$ cat config.mk
export PLATFORM = sky130hd
export DESIGN_NAME = inst_fetch_ctrl
export DESIGN_NICKNAME = d
export VERILOG_FILES = /design/src/rtl/fetch_pkg.sv /design/src/rtl/fetch_queue.sv /design/src/rtl/inst_fetch_ctrl.sv
export SDC_FILE = /design/constraint.sdc
export NUM_CORES = 1
export LEC_CHECK = 0
export BUFFER_PORTS_ARGS = -buffer_cell sky130_fd_sc_hd__buf_4
export CAP_MARGIN = 20
export CORE_ASPECT_RATIO = 1.4
export CORE_MARGIN = 4
export CORE_UTILIZATION = 60
export CTS_CLUSTER_DIAMETER = 120
export DETAILED_ROUTE_END_ITERATION = 16
export PLACE_DENSITY = 0.92
export SYNTH_ARGS = -nofsm -noshare
export SYNTH_HDL_FRONTEND = slang
export SYNTH_HIERARCHICAL = 1
export SYNTH_SLANG_ARGS = --single-unit
$ cat constraint.sdc
create_clock -name Clk -period 4.9 [get_ports Clk]
set_input_delay 0.49 -clock Clk [delete_from_list [all_inputs] [get_ports Clk]]
set_output_delay 0.49 -clock Clk [all_outputs]
set_load 0.005 [all_outputs]
$ cat src/rtl/fetch_pkg.sv
// Shared widths, constants and the fetch-queue entry type for the instruction fetch path.
package fetch_pkg;

  localparam int unsigned ADDR_W  = 8;
  localparam int unsigned DATA_W  = 32;
  localparam int unsigned PC_STEP = 4;

  localparam logic [ADDR_W-1:0] RESET_PC_DEF = 8'h00;
  localparam logic [DATA_W-1:0] NOP          = 32'h0000_0013;

  typedef struct packed {
    logic [ADDR_W-1:0] pc;
    logic [DATA_W-1:0] instr;
  } fetch_entry_t;

  // Word-align a byte address by clearing the two low bits.
  function automatic logic [ADDR_W-1:0] align_pc(input logic [ADDR_W-1:0] addr);
    return addr & ~ADDR_W'(2'b11);
  endfunction

endpackage

$ cat src/rtl/fetch_queue.sv
// Small FIFO of fetch entries with flush; head is presented from registers that
// hold their last value while the queue is empty.
module fetch_queue
  import fetch_pkg::*;
#(
  parameter int unsigned DEPTH = 2
) (
  input  logic                         clk,
  input  logic                         rst_n,
  input  logic                         push_i,
  input  logic                         pop_i,
  input  logic                         flush_i,
  input  fetch_entry_t                 wr_data_i,
  output fetch_entry_t                 rd_data_o,
  output logic                         rd_valid_o,
  output logic [$clog2(DEPTH+1)-1:0]   count_o
);

  localparam int unsigned PTR_W = $clog2(DEPTH);
  localparam int unsigned CNT_W = $clog2(DEPTH + 1);

  fetch_entry_t           mem_q [DEPTH];
  fetch_entry_t           mem_d [DEPTH];
  logic [PTR_W-1:0]       rd_ptr_q, rd_ptr_d;
  logic [PTR_W-1:0]       wr_ptr_q, wr_ptr_d;
  logic [CNT_W-1:0]       count_q, count_d;
  fetch_entry_t           head_q, head_d;
  logic                   valid_q, valid_d;
  logic                   do_push_c;
  logic                   do_pop_c;

  assign do_pop_c  = pop_i & (count_q != '0);
  assign do_push_c = push_i & ((count_q != CNT_W'(DEPTH)) | do_pop_c);

  // Next-state for storage, pointers, count and the registered head view.
  always_comb begin
    mem_d    = mem_q;
    rd_ptr_d = rd_ptr_q;
    wr_ptr_d = wr_ptr_q;
    count_d  = count_q;
    head_d   = head_q;
    valid_d  = 1'b0;

    if (flush_i) begin
      rd_ptr_d = '0;
      wr_ptr_d = '0;
      count_d  = '0;
    end else begin
      if (do_push_c) begin
        mem_d[wr_ptr_q] = wr_data_i;
        wr_ptr_d        = wr_ptr_q + PTR_W'(1);
      end
      if (do_pop_c) begin
        rd_ptr_d = rd_ptr_q + PTR_W'(1);
      end
      case ({do_push_c, do_pop_c})
        2'b10:   count_d = count_q + CNT_W'(1);
        2'b01:   count_d = count_q - CNT_W'(1);
        default: count_d = count_q;
      endcase
    end

    // Head only moves when something is left to show, otherwise it holds.
    if (count_d != '0) begin
      head_d  = mem_d[rd_ptr_d];
      valid_d = 1'b1;
    end
  end

  always_ff @(posedge clk or negedge rst_n) begin
    if (!rst_n) begin
      for (int i = 0; i < int'(DEPTH); i++) begin
        mem_q[i] <= '0;
      end
      rd_ptr_q <= '0;
      wr_ptr_q <= '0;
      count_q  <= '0;
      head_q   <= '0;
      valid_q  <= 1'b0;
    end else begin
      mem_q    <= mem_d;
      rd_ptr_q <= rd_ptr_d;
      wr_ptr_q <= wr_ptr_d;
      count_q  <= count_d;
      head_q   <= head_d;
      valid_q  <= valid_d;
    end
  end

  assign rd_data_o  = head_q;
  assign rd_valid_o = valid_q;
  assign count_o    = count_q;

endmodule

$ cat src/rtl/inst_fetch_ctrl.sv
// Instruction-fetch sequencer: owns the PC, drives the ROM address, queues fetched
// words and hands {pc, instr} to decode; redirects flush the queue and reload the PC.
module inst_fetch_ctrl
  import fetch_pkg::*;
#(
  parameter int unsigned        DEPTH    = 2,
  parameter logic [ADDR_W-1:0]  RESET_PC = RESET_PC_DEF
) (
  input  logic                         Clk,
  input  logic                         Rst_n,
  input  logic                         Enable,
  output logic [ADDR_W-1:0]            MemAddr,
  input  logic [DATA_W-1:0]            MemData,
  input  logic                         Redirect,
  input  logic [ADDR_W-1:0]            Target,
  output logic                         InstValid,
  input  logic                         InstReady,
  output logic [DATA_W-1:0]            InstOut,
  output logic [ADDR_W-1:0]            InstPc,
  output logic [$clog2(DEPTH+1)-1:0]   QCount
);

  localparam int unsigned CNT_W = $clog2(DEPTH + 1);

  logic [ADDR_W-1:0]  pc_q, pc_d;
  logic               pop_c;
  logic               push_c;
  logic               full_c;
  logic               head_valid;
  logic [CNT_W-1:0]   count;
  fetch_entry_t       wr_entry;
  fetch_entry_t       head_entry;

  // Redirect wins over everything: no pop, no push, queue flushed.
  assign full_c = (count == CNT_W'(DEPTH));
  assign pop_c  = head_valid & InstReady & ~Redirect;
  assign push_c = Enable & ~Redirect & (~full_c | pop_c);

  assign wr_entry.pc    = pc_q;
  assign wr_entry.instr = MemData;

  always_comb begin
    pc_d = pc_q;
    if (Redirect) begin
      pc_d = align_pc(Target);
    end else if (push_c) begin
      pc_d = pc_q + ADDR_W'(PC_STEP);
    end
  end

  always_ff @(posedge Clk or negedge Rst_n) begin
    if (!Rst_n) begin
      pc_q <= RESET_PC;
    end else begin
      pc_q <= pc_d;
    end
  end

  fetch_queue #(
    .DEPTH (DEPTH)
  ) u_queue (
    .clk        (Clk),
    .rst_n      (Rst_n),
    .push_i     (push_c),
    .pop_i      (pop_c),
    .flush_i    (Redirect),
    .wr_data_i  (wr_entry),
    .rd_data_o  (head_entry),
    .rd_valid_o (head_valid),
    .count_o    (count)
  );

  assign MemAddr   = pc_q;
  assign InstValid = head_valid;
  assign InstOut   = head_entry.instr;
  assign InstPc    = head_entry.pc;
  assign QCount    = count;

endmodule

==> results of run 1 <==
worst max path at each step:
stage                        from                    to  slack (ps)  depth (start not counted)
4_1_cts        u_queue/count_o[1]  u_queue/rd_data_o[5]        1220                         10
2_1_floorplan            Redirect  u_queue/rd_data_o[0]        2090                         11
5_1_grt        u_queue/count_o[1]  u_queue/rd_data_o[5]         960                         10
6_report       u_queue/count_o[1]  u_queue/rd_data_o[5]        1150                         10
3_3_place_gp            InstReady  u_queue/rd_data_o[3]        1360                         11
3_5_place_dp            InstReady  u_queue/rd_data_o[4]        1290                         11
sequential cells by signal (all words and copies together) (netlist names):
| register | count |
|---|---|
| MemAddr | 6 |
| u_queue/count_o | 2 |
| u_queue/mem_q | 80 |
| u_queue/rd_data_o | 40 |
| u_queue/rd_ptr_q | 1 |
| u_queue/rd_valid_o | 1 |
| u_queue/wr_ptr_q | 1 |
final cells by class:
class / instances / area (um2) / share of cell area, %
repair buffers: 100 / 751 / 10.6
flip-flops and latches: 131 / 3280 / 46.4
multi-input cells: 234 / 2260 / 32.0
inverters: 2 / 7.51 / 0.106
well taps: 107 / 134 / 1.90
clock inverters: 15 / 206 / 2.92
clock buffers: 17 / 425 / 6.03
through the flow:
| step | setup WS (ps) | utilization (%) |
|---|---|---|
| after floorplan | 2090 | - |
| after global placement | 1360 | 70.4 |
| after detailed placement | 1290 | 70.4 |
| after CTS | 1220 | 77.3 |
| after global routing | 962 | 77.3 |
| final | 1150 | 77.3 |
worst max-delay path, cell delays in order, from the launching register on:
cell and delay [ps]:
dfrtp_1 490, nor2b_2 250, a21boi_1 270, and2_1 220, nand2_1 110, ha_1 390
nor4bb_1 80, or2_2 300, nor3b_2 810, buf_4 490, a221o_1 240
cells by family after synthesis:
logic type / share of synthesized area (%)
flops: 57.8
compound gates: 15.4
mux: 18.7
simple gates: 3.93
buf+inv: 3.16
xor+xnor: 0.464
fa+ha+maj: 0.441
other cells: 0.0662
layer usage:
| layer | GRT usage, % | vias to the layer above | part of all wire [%] |
|---|---|---|---|
| met5 | 0 | - | 0 |
| met4 | 12.6 | 0 | 2.6 |
| met3 | 6.21 | 28 | 5.3 |
| met2 | 43.8 | 139 | 53 |
| met1 | 29.9 | 1968 | 39 |
| li1 | - | 1658 | - |
power by group:
group	total [mW]	internal [mW]	switching (mW)	leakage [nW]
Sequential	1.60	1.42	0.174	1.62
Clock	1.34	0.855	0.488	0.293
Combinational	0.965	0.588	0.378	1.35
Total	3.91	2.87	1.04	3.27
cell usage in the layout, fill, tap and decap left out, types with 4 or more instances in the layout:
master,count
clkinvlp_4,5
dfrtp_1,131
o211ai_1,7
nand2_1,14
conb_1,6
bufinv_16,4
clkbuf_16,17
buf_4,100
a221o_1,40
mux2_4,40
nor2_1,8
o21a_1,41
mux2_2,41
==> impl_metrics.yaml, run 1 <==
sta:
  maxSlewViolCount: 0
  rsz0062_at_grt: "false"
  timing.fmax_mhz: 266
  period_needed_ps: 3750
  finalCritPeriodShare_pct: 76.6
  finClkSkew_ps: 7.26
  finalSetupViolCount: 0
  whs_ps: 221
  tns_ps: 0
  hold_viol: 0
  worstMarginPinSlew_ps: 1000
  slew_headroom_pct: 32.9
logic_synthesis:
  syn-mean-instance-area_um2: 14.5
  synth_common_cells: "dfrtp_1, mux2_2, o21a_1"
  yosys.area.top_type_share_pct: 57.8
  synth_area_leaders: "dfrtp_1, mux2_4, mux2_2, a221o_1, o21a_1"
  syn-cell-area_mm2: 0.00567
  synth.most_common_cell: "dfrtp_1"
  syn-instance-count: 392
  synth_flop_cell: "dfrtp_1"
  async_reset_ff_share_pct: 100
  synth_edf_count: 0
  yosysSeqAreaShare_pct: 57.8
  ys_types: 41
  synth.ff_latch_count: 131
  yosys.area.top_type: "dfrtp_1"
  yosysWarnings: 6
placement:
  port_buffers: 91
  dpl_cell_area_mm2: 0.00643
  gp_congestion: 0.823
  dp_hpwl_um: 8010
  post-place-cells: 574
floorplan:
  dieArea_mm2: 0.0111
  die_height_um: 123
  rows: 41
  io_pins: 96
  start_util_pct: 62.1
  coreArea_mm2: 0.00913
  die_w_um: 90.1
power:
  power.total_mw: 3.91
  leakage_nw: 3.27
  ir_worst_vdd_uv: 345
  powerDensity_mw_per_mm2: 553
final_layout:
  diodes: 0
  fin_area_mm2: 0.00706
  n_fill_cell: 528
  stdcell_count: 606
  syn_to_final_growth_pct: 24.5
  drive_gt1_share_pct: 44.9
  nets: 533
critical_path:
  path_max_fanout: 27
  startpoint_type: "flip-flop"
  rr_startpoint: "u_queue/count_o[1]"
  worst-r2r-cell-count: 10
  endpoint_kind: "flip-flop"
  reg2reg_to: "u_queue/rd_data_o[5]"
  required_ps: 5250
  ff2ff_setup_slack_ps: 1150
  critical_path_class: "reg -> reg"
  worstPathArrival_ps: 4100
clock_tree:
  cts.clk_slew.worst_paths_ps: 60
  postCtsSetupRepairBufs: 0
  cts_buffers: 17
  ctsResizeCount: 0
  clock-sinks: 131
  cts_root_buffer: "clkbuf_16"
  htreeDepth: 4
  postCtsHoldBufs: 0
  cts_max_path_buffers: 2
  clkLatencyLatePin_ps: 420
  cts_tree: "done"
global_route:
  grt-ovfl-total: 0
  grt_max_degree: 78
  antenna_found_initial: 0
  grt_pass1_wl_um: 21900
  grt_use_total_pct: 25.4
  grt_pass1_vias: 4216
route:
  final_antenna_net_count: 0
  viasPerCell: 6.26
  drt_wl_total_um: 13400
  wl_per_cell_um: 22.2
  vias: 3793
  drt_iter0_drc: 290
  first_pass_iters: 4
  drc: 0
run:
  maxCapViolations: 0
status:
  status: "completed"
hold_path:
  hp-class: "in -> async"
Note: power is estimated with default switching activity, not from simulation.
==> run 2: changes to the inputs <==
ABC_AREA = 1   (was default)
CORE_UTILIZATION = 57   (was 60)
PLACE_DENSITY = 0.88   (was 0.92)
clock period = 3.8 ns   (was 4.9 ns; I/O delays follow)
==> impl_metrics.yaml, run 2 <==
hold_path:
  hp-class: "in -> async"
logic_synthesis:
  synth.most_common_cell: "nand2_1"
  synth_flop_cell: "dfrtp_1"
  syn-mean-instance-area_um2: 7.67
  yosys.area_share.simple_pct: 35.1
  synth_top_family_by_area: "simple AND/OR/NAND/NOR gates"
  synth_compound_area_share_pct: 0.762
  synth_fa_ha_area_share_pct: 0.391
  syn-cell-area_mm2: 0.00640
  synthXorXnorAreaFrac_pct: 0.137
  synth_common_cells: "nand2_1, dfrtp_1, inv_1"
  syn-instance-count: 835
  synth_edf_count: 0
  synth.ff_latch_count: 131
  ys_types: 25
  muxShareOfSynthArea_pct: 0
  synth_area_leaders: "dfrtp_1, nand2_1, nand4_1, inv_1, nand3_1"
  yosys.area.top_type: "dfrtp_1"
  yosysWarnings: 6
  yosysSeqAreaShare_pct: 51.2
  yosys.area.top_type_share_pct: 51.2
  async_reset_ff_share_pct: 100
floorplan:
  dieArea_mm2: 0.0130
  io_pins: 96
  die_w_um: 97.6
  start_util_pct: 58.6
  rows: 45
  die_height_um: 133
  coreArea_mm2: 0.0109
clock_tree:
  cts_max_path_buffers: 2
  cts_root_buffer: "clkbuf_16"
  clkLatencyLatePin_ps: 400
  ctsResizeCount: 0
  cts.clk_slew.worst_paths_ps: 50
  postCtsHoldBufs: 0
  clock-sinks: 131
  htreeDepth: 4
  postCtsSetupRepairBufs: 0
  cts_buffers: 17
  cts_tree: "done"
final_layout:
  nets: 953
  stdcell_count: 1058
  final_common_cell: "nand2_1"
  largest_register_ffs: 80
  regMostFlops: "u_queue/mem_q"
  fin_area_mm2: 0.00769
  drive_gt1_share_pct: 16.0
  syn_to_final_growth_pct: 20.1
  final_cell_mix: "nand2_1, dfrtp_1, inv_1"
  diodes: 0
route:
  wl_per_cell_um: 15.2
  wl_met1_um: 6360
  drt_iter0_drc: 543
  drc: 0
  vias: 5811
  drt_wl_total_um: 16100
  highest_layer: "met4"
  viasPerCell: 5.49
  first_pass_iters: 5
  wl_met2_um: 8190
  final_antenna_net_count: 0
  wl_met3_um: 1140
sta:
  finalCritPeriodShare_pct: 79.3
  worstMarginPinSlew_ps: 1010
  timing.fmax_mhz: 332
  tns_ps: 0
  finClkSkew_ps: 10.2
  maxSlewViolCount: 0
  finalSetupViolCount: 0
  rsz0062_at_grt: "false"
  final.setup.worst_slack_ps: 788
  hold_viol: 0
  period_needed_ps: 3010
  slew_headroom_pct: 33.0
run:
  maxCapViolations: 0
critical_path:
  cpPeakStageDelay_ps: 830
  endpoint_kind: "flip-flop"
  cp_slowest_cell: "nand3_2"
  cp_cell_sequence: "nand2_1 -> nor2_1 -> inv_2 -> nand3_4 -> buf_4 -> nand3_2 -> nand2_1 -> nand2_1 -> nand2_1 -> nand3_1 -> nand2_1"
  worstPathArrival_ps: 3350
  startpoint_type: "flip-flop"
  path_max_fanout: 42
  critical_path_class: "reg -> reg"
  crit_top_cell: "nand2_1"
  required_ps: 4140
power:
  powerDensity_mw_per_mm2: 624
  leakage_nw: 4.46
  ir_worst_vdd_uv: 387
global_route:
  antenna_found_initial: 0
  grt_pass1_wl_um: 26400
  grt-ovfl-total: 0
  grt_pass1_vias: 5624
  grt_use_total_pct: 25.0
  grt_max_degree: 113
placement:
  post-place-ws_ps: 923
  dp_hpwl_um: 9130
  port_buffers: 91
  post-place-cells: 1028
  dpl_cell_area_mm2: 0.00712
  gp_congestion: 0.821
status:
  status: "completed"
==> run 2: layout make-up <==
type | instances | area, um2
clock buffer | 25 | 495
clock inverter | 5 | 75.1
fill | 888 | 3240
inverter | 139 | 527
multi-input combinational | 517 | 2380
sequential | 131 | 3280
tap | 141 | 176
timing repair buffer | 100 | 754
==> run 2: worst max-delay path: cells and delay by family (launching register included) <==
| family | cells | cell delay, ps |
|---|---|---|
| flops | 1 | 360 |
| simple gates | 9 | 2080 |
| buf+inv | 2 | 480 |
==> run 2: final timing paths <==
| kind | start | end | slack (ps) | cells past startpoint |
|---|---|---|---|---|
| max in group asynchronous | Rst_n | u_queue/rd_data_o[28] | 2800 | 2 |
| hold reg to reg | u_queue/mem_q[70] | u_queue/mem_q[70] | 460 | 2 |
| hold / removal | Rst_n | u_queue/rd_data_o[16] | 110 | 1 |
| setup reg to reg | u_queue/rd_valid_o | u_queue/rd_data_o[38] | 790 | 11 |
| setup / recovery | u_queue/rd_valid_o | u_queue/rd_data_o[38] | 790 | 11 |
| min in group Clk | Target[5] | MemAddr[5] | 200 | 3 |
==> run 2: metal layers <==
| metal | up-vias | track usage [%] |
|---|---|---|
| li1 | 2760 | - |
| met5 | - | 0 |
| met1 | 2754 | 31.2 |
| met3 | 35 | 5.50 |
| met2 | 262 | 42.4 |
| met4 | 0 | 10.0 |
==> run 2: logic make-up (layout without fill, tap and decap cells) <==
kind of cell / count (synthesis) / in the layout
and+or+nand+nor: 502 / 502
buffers and inverters: 192 / 269
DFF: 131 / 131
AOI/OAI and AO/OA: 6 / 6
adders and majority gates: 2 / 2
other: 1 / 6
xor gates and xnor gates: 1 / 1
==> run 2: stage by stage <==
step | util [%] | hold slack, ps | power, mW
6_report | 70.4 | 107 | 4.80
5_1_grt | 70.4 | 188 | 5.09
4_1_cts | 70.4 | 169 | 4.82
3_5_place_dp | 65.1 | 454 | 3.22
3_3_place_gp | 65.1 | 448 | 3.16
2_1_floorplan | - | 84.4 | 2.69
==> run 2: report_power, final <==
part	leakage (nW)	internal, mW	switching (mW)
sequential	1.57	1.83	0.200
combinational	2.61	0.527	0.666
clock	0.283	1.03	0.553
